`src/rtl/ps2_pkg.sv`:
```
// Shared decoder state encoding, PS/2 prefix byte constants and the frame check.
package ps2_pkg;

  typedef enum logic [1:0] {
    ST_IDLE = 2'd0,
    ST_EXT  = 2'd1,
    ST_BRK  = 2'd2,
    ST_HOLD = 2'd3
  } dec_state_t;

  localparam logic [7:0] CODE_EXT = 8'hE0;
  localparam logic [7:0] CODE_BRK = 8'hF0;

  // Good frame: start low, stop high, odd parity over data plus parity bit.
  function automatic logic frame_ok(input logic start, input logic [7:0] data,
                                    input logic parity, input logic stop);
    return !start && stop && (^{data, parity});
  endfunction

endpackage

```
`src/rtl/ps2_keyscan_if.sv`:
```
// Make-event handshake between the keyscan decoder and its consumer.
interface ps2_keyscan_if;
  // A transfer happens on a rising clk edge where code_valid && code_ready are both high;
  // while code_valid is high and code_ready is low, key_code and key_ext stay stable.
  logic       code_valid;
  logic       code_ready;
  logic [7:0] key_code;
  logic       key_ext;

  modport master (output code_valid, output key_code, output key_ext, input code_ready);
  modport slave  (input code_valid, input key_code, input key_ext, output code_ready);
endinterface

```
`src/rtl/ps2_keyscan_fifo.sv`:
```
// Show-ahead synchronous FIFO; a write while full only lands if a read happens the same cycle.
module sync_fifo #(
  parameter int WIDTH = 8,
  parameter int DEPTH = 8
) (
  input  logic             clk,
  input  logic             resetn,
  input  logic             wr_en,
  input  logic [WIDTH-1:0] wr_data,
  input  logic             rd_en,
  output logic [WIDTH-1:0] rd_data,
  output logic             full,
  output logic             empty
);
  localparam int AW = $clog2(DEPTH);

  logic [WIDTH-1:0] mem [DEPTH];
  logic [AW-1:0]    wr_ptr;
  logic [AW-1:0]    rd_ptr;
  logic [AW:0]      count;
  logic             wr_ok;
  logic             rd_ok;

  assign full    = (count == (AW+1)'(DEPTH));
  assign empty   = (count == '0);
  assign rd_ok   = rd_en && !empty;
  assign wr_ok   = wr_en && (!full || rd_ok);
  assign rd_data = mem[rd_ptr];

  always_ff @(posedge clk) begin
    if (wr_ok) mem[wr_ptr] <= wr_data;
  end

  always_ff @(posedge clk or negedge resetn) begin
    if (!resetn) begin
      wr_ptr <= '0;
      rd_ptr <= '0;
      count  <= '0;
    end else begin
      if (wr_ok) wr_ptr <= wr_ptr + AW'(1);
      if (rd_ok) rd_ptr <= rd_ptr + AW'(1);
      case ({wr_ok, rd_ok})
        2'b10:   count <= count + (AW+1)'(1);
        2'b01:   count <= count - (AW+1)'(1);
        default: count <= count;
      endcase
    end
  end
endmodule

```
`src/rtl/ps2_keyscan.sv`:
```
// PS/2 keyboard receiver: synchronize, deframe, buffer, and decode make/break/E0 sequences.
module ps2_keyscan
  import ps2_pkg::*;
#(
  parameter int FIFO_DEPTH = 8,
  parameter int COUNT_W    = 8,
  parameter int TIMEOUT    = 50000
) (
  input  logic               clk,
  input  logic               resetn,
  input  logic               ps2_clk,
  input  logic               ps2_data,
  ps2_keyscan_if.master      evt,
  output logic               key_pressed,
  output logic [COUNT_W-1:0] press_count,
  output logic               frame_err,
  output logic               overflow,
  output dec_state_t         dbg_state
);
  localparam int TW = $clog2(TIMEOUT + 1);

  logic [2:0]    clk_sh;
  logic [1:0]    dat_sh;
  logic          fall;
  logic          bit_in;
  logic [3:0]    bit_cnt;
  logic [9:0]    shreg;
  logic [TW-1:0] idle_cnt;
  logic          push;
  logic [7:0]    push_data;
  logic          pop;
  logic [7:0]    byte_q;
  logic          fifo_full;
  logic          fifo_empty;
  dec_state_t    state;
  logic          ext;
  logic          valid_q;
  logic [7:0]    code_q;
  logic          kext_q;

  // clk_sh[1:0] is the 2-flop synchronizer, clk_sh[2] the history used for edge detection.
  always_ff @(posedge clk or negedge resetn) begin
    if (!resetn) begin
      clk_sh <= '1;
      dat_sh <= '1;
    end else begin
      clk_sh <= {clk_sh[1:0], ps2_clk};
      dat_sh <= {dat_sh[0], ps2_data};
    end
  end

  assign fall   = clk_sh[2] & ~clk_sh[1];
  assign bit_in = dat_sh[1];

  // Bits 0..9 shift in from the top, so start ends up in shreg[0] and parity in shreg[9].
  always_ff @(posedge clk or negedge resetn) begin
    if (!resetn) begin
      bit_cnt   <= '0;
      shreg     <= '0;
      idle_cnt  <= '0;
      push      <= 1'b0;
      push_data <= '0;
      frame_err <= 1'b0;
    end else begin
      push      <= 1'b0;
      frame_err <= 1'b0;
      if (fall) begin
        idle_cnt <= '0;
        if (bit_cnt == 4'd10) begin
          bit_cnt <= '0;
          if (frame_ok(shreg[0], shreg[8:1], shreg[9], bit_in)) begin
            push      <= 1'b1;
            push_data <= shreg[8:1];
          end else begin
            frame_err <= 1'b1;
          end
        end else begin
          bit_cnt <= bit_cnt + 4'd1;
          shreg   <= {bit_in, shreg[9:1]};
        end
      end else if (bit_cnt != 4'd0) begin
        if (idle_cnt == TW'(TIMEOUT - 1)) begin
          bit_cnt  <= '0;
          idle_cnt <= '0;
        end else begin
          idle_cnt <= idle_cnt + TW'(1);
        end
      end
    end
  end

  sync_fifo #(.WIDTH(8), .DEPTH(FIFO_DEPTH)) u_fifo (
    .clk     (clk),
    .resetn  (resetn),
    .wr_en   (push),
    .wr_data (push_data),
    .rd_en   (pop),
    .rd_data (byte_q),
    .full    (fifo_full),
    .empty   (fifo_empty)
  );

  assign pop = !fifo_empty && (state != ST_HOLD);

  always_ff @(posedge clk or negedge resetn) begin
    if (!resetn) overflow <= 1'b0;
    else if (push && fifo_full && !pop) overflow <= 1'b1;
  end

  always_ff @(posedge clk or negedge resetn) begin
    if (!resetn) begin
      state       <= ST_IDLE;
      ext         <= 1'b0;
      valid_q     <= 1'b0;
      code_q      <= '0;
      kext_q      <= 1'b0;
      key_pressed <= 1'b0;
      press_count <= '0;
    end else begin
      case (state)
        ST_IDLE, ST_EXT: if (pop) begin
          if (byte_q == CODE_EXT) begin
            ext   <= 1'b1;
            state <= ST_EXT;
          end else if (byte_q == CODE_BRK) begin
            state <= ST_BRK;
          end else if (key_pressed && byte_q == code_q && ext == kext_q) begin
            // Typematic repeat of the held key: swallow it.
            ext   <= 1'b0;
            state <= ST_IDLE;
          end else begin
            code_q      <= byte_q;
            kext_q      <= ext;
            key_pressed <= 1'b1;
            valid_q     <= 1'b1;
            state       <= ST_HOLD;
          end
        end
        ST_BRK: if (pop) begin
          key_pressed <= 1'b0;
          ext         <= 1'b0;
          state       <= ST_IDLE;
        end
        ST_HOLD: if (evt.code_ready) begin
          press_count <= press_count + COUNT_W'(1);
          valid_q     <= 1'b0;
          ext         <= 1'b0;
          state       <= ST_IDLE;
        end
        default: state <= ST_IDLE;
      endcase
    end
  end

  assign evt.code_valid = valid_q;
  assign evt.key_code   = code_q;
  assign evt.key_ext    = kext_q;
  assign dbg_state      = state;
endmodule
```
`src/flat_wrapper.sv`:
```
// flat-port wrapper written by rule: the top's interface ports become plain ports
module ps2_keyscan_flat import ps2_pkg::*;
#(
  parameter int FIFO_DEPTH = 8,
  parameter int COUNT_W    = 8,
  parameter int TIMEOUT    = 50000
)
  (clk, resetn, ps2_clk, ps2_data, key_pressed, press_count, frame_err, overflow, dbg_state, evt_code_valid, evt_key_code, evt_key_ext, evt_code_ready);
  ps2_keyscan_if evt_i ();
  input  logic clk;
  input  logic resetn;
  input  logic ps2_clk;
  input  logic ps2_data;
  output logic key_pressed;
  output logic [COUNT_W-1:0] press_count;
  output logic frame_err;
  output logic overflow;
  output dec_state_t dbg_state;
  output wire logic [$bits(evt_i.code_valid)-1:0] evt_code_valid;
  output wire logic [$bits(evt_i.key_code)-1:0] evt_key_code;
  output wire logic [$bits(evt_i.key_ext)-1:0] evt_key_ext;
  input wire logic [$bits(evt_i.code_ready)-1:0] evt_code_ready;
  assign evt_code_valid = evt_i.code_valid;
  assign evt_key_code = evt_i.key_code;
  assign evt_key_ext = evt_i.key_ext;
  assign evt_i.code_ready = evt_code_ready;
  ps2_keyscan #(.FIFO_DEPTH(FIFO_DEPTH), .COUNT_W(COUNT_W), .TIMEOUT(TIMEOUT)) u_core (.clk(clk), .resetn(resetn), .ps2_clk(ps2_clk), .ps2_data(ps2_data), .evt(evt_i), .key_pressed(key_pressed), .press_count(press_count), .frame_err(frame_err), .overflow(overflow), .dbg_state(dbg_state));
endmodule
```
`config.mk`:
```
export PLATFORM = sky130hd
export DESIGN_NAME = ps2_keyscan_flat
export DESIGN_NICKNAME = d
export VERILOG_FILES = /design/src/rtl/ps2_pkg.sv /design/src/rtl/ps2_keyscan_if.sv /design/src/rtl/ps2_keyscan_fifo.sv /design/src/rtl/ps2_keyscan.sv /design/src/flat_wrapper.sv
export SDC_FILE = /design/constraint.sdc
export NUM_CORES = 1
export LEC_CHECK = 0
export CORE_MARGIN = 2
export CORE_UTILIZATION = 54
export DETAILED_ROUTE_END_ITERATION = 16
export PLACE_DENSITY = 0.8
export SYNTH_ARGS = -nofsm -noshare
export SYNTH_HDL_FRONTEND = slang
export SYNTH_SLANG_ARGS = --single-unit
export TNS_END_PERCENT = 100
```
`constraint.sdc`:
```
create_clock -name clk -period 2.8 [get_ports clk]
set_clock_uncertainty 0.05 [all_clocks]
set_input_delay 0.56 -clock clk [delete_from_list [all_inputs] [get_ports clk]]
set_output_delay 0.56 -clock clk [all_outputs]
set_load 0.005 [all_outputs]
```
==> metrics <==
endpoints failing setup 0; Via density 5.63; fmax 366 MHz; CTS clk-pin slew, worst paths 0.06 ns; CTS Sinks 142; worst skew pair latency 0.42 ns; slew margin rel. 0.614; # diodes 0; Final HPWL DP 7400 um; global-route wire length before repair 18700 um; Initial Utilization 0.557; overall power 7.56 mW; vias in the first global route 3756; Post-synth top cells dfrtp_1 (73), edfxtp_1 (64), xnor2_1 (28); gpl congestion 0.861; CTS tree done; Crit. End Element flop; Synth Instances 419; drt wl/cell 18.0 um; Worst EP arrival 2.99 ns; Worst path slowest cell mux4_2; syn nets 435; worst slew pin tran 0.574 ns; synthesized area 6090 um^2; clk root buf clkbuf_16; Final ANT Viol Nets 0; Rows 38; htree depth 4; final WL 11700 um; Hold Path Class in -> async; grt total ovfl 0; initial antenna violation count 0; sequential share of the synthesized area 0.637; post-synth cell types 47; maximum vdd drop 0.000614 V; Synth Warn # 0; EDFF count, synth 64; total negative setup slack 0 ns; Pleak 2.97 nW; fillers 749; I/O Buffers 27; First-pass DRT Iterations 4; Final period util 0.976; critical-path cell list buf_6 > mux4_2 > mux2_4 > xnor2_2 > o2111ai_2 > nor4_4 > nor4_4 > buf_4 > mux2_4; vias 3641; clock buffer depth 2; Die Ht 110 um; max-cap check violation count 0; Async SR Flop Fraction 0.549; CTS Buf Count 17; DRT iter0 DRCs 272; Yosys reg bits 142; Area contributors post-synth edfxtp_1 (32%), dfrtp_1 (30%), mux4_2 (5.9%), xnor2_1 (4.0%), mux2_2 (3.5%); gr usage total 0.211; largest net degree at the start of global routing 79; crit path time final 2.73 ns; required time of the worst setup path 3.05 ns; Critical Path Source Type flop; P per Cell Area 1010 nW/um^2; IO Count 28; final hold violation count 0; Area Overhead vs Synth 22.4%; RSZ-0062 raised after global routing yes; largest area contributor in the netlist edfxtp_1; top-count cell post-synth dfrtp_1; Worst Path Max Fanout 4; core area 10900 um^2; DRC Markers 0; max-slew violation count 0; critical path class reg -> reg; Worst path max stage delay 0.51 ns; Syn Area/Cell 14.5 um^2; Post-synth top flop dfrtp_1; DIE AREA 12100 um^2; NumNets Final 510; layout cells sized above 1 0.254; Die W 110 um; final hold slack 0.0819 ns; status completed; top cell type's share of synthesized area 0.316
## report_power, final
group / switching (mW) / internal (mW)
registers: 0.383 / 2.52
clock network: 0.910 / 1.24
logic: 1.11 / 1.40
## layout make-up
cell class / instances / area [um^2] / share of cell area
flip-flops and latches: 142 / 3880 / 0.521
multi-input cells: 249 / 2160 / 0.290
repair buffers: 67 / 592 / 0.0794
clock buffers: 19 / 464 / 0.0623
well taps: 140 / 175 / 0.0235
clock inverters: 13 / 115 / 0.0154
inverters: 17 / 63.8 / 0.00856
## what timing repair did
item	CTS	global route
hold buffers	0	0
setup buffers	3	0
setup endpoints to repair	11	10
pin swaps	2	2
resized for setup	5	12
## placed cells by master (no fill, tap or decap), types with 10 or more instances in the layout
cell type	count
buf_4	38
clkbuf_16	18
clkdlybuf4s50_1	26
dfrtp_1	72
edfxtp_1	64
ha_1	10
inv_1	17
mux2_2	17
mux4_2	16
nand2_1	24
nand3_1	14
nor2_1	27
o21ai_0	13
xnor2_1	27
xor2_1	13
## per-stage QoR
stage	utilization	instances	worst slack, ns	area, um^2
floorplan	-	419	0.106	6090
global placement	0.619	613	-0.209	6760
detailed placement	0.619	613	-0.328	6760
CTS	0.676	648	0.0396	7390
global route	0.682	647	-0.0662	7450
finish	0.682	647	0.0671	7450
## critical path: cells and delay by family, from the launching register on
| family | cells | cell delay (ns) |
|---|---|---|
| flip-flops | 1 | 0.44 |
| multiplexers | 3 | 1.11 |
| AND/OR/NAND/NOR | 2 | 0.33 |
| buffers and inverters | 2 | 0.31 |
| XOR/XNOR | 1 | 0.19 |
| AO/OA/AOI/OAI | 1 | 0.19 |
## logic make-up after synthesis
kind of cell	Yosys count	share of synthesized area
buf+inv	28	0.0216
xor+xnor	41	0.0590
mux	54	0.130
compound gates	32	0.0329
flops	142	0.637
simple gates	111	0.0957
fa+ha+maj	11	0.0238
## final timing paths
kind / cells past startpoint / end / slack (ns) / start
max: 9 / u_core.evt.key_code[2] / 0.07 / u_core.u_fifo.rd_ptr[0]
min: 2 / u_core.evt.key_code[0] / 0.08 / resetn
max reg2reg: 9 / u_core.evt.key_code[2] / 0.07 / u_core.u_fifo.rd_ptr[0]
min reg2reg: 0 / u_core.clk_sh[1] / 0.31 / u_core.clk_sh[0]
max in group asynchronous: 2 / u_core.dat_sh[1] / 2.23 / resetn
min in group clk: 0 / u_core.clk_sh[1] / 0.31 / u_core.clk_sh[0]
## flip-flops by register name (all words and copies together), names as in the netlist, 2 cells and up
name,count
u_core.shreg,10
u_core.evt.key_code,8
u_core.dbg_state,2
u_core.clk_sh,3
u_core.u_fifo.count,4
u_core.push_data,8
u_core.u_fifo.mem,64
u_core.press_count,8
u_core.u_fifo.wr_ptr,3
u_core.u_fifo.rd_ptr,3
u_core.dat_sh,2
u_core.bit_cnt,4
u_core.idle_cnt,16
## layer usage
layer / GRT usage / wire (um) / share of wire / up-vias
li1: - / - / - / 1685
met1: 0.251 / 4850 / 0.42 / 1824
met2: 0.361 / 6060 / 0.52 / 108
met3: 0.0606 / 481 / 0.041 / 24
met4: 0.0848 / 282 / 0.024 / 0
met5: 0 / 0 / 0 / -
Note: power is estimated with default switching activity, not from simulation.
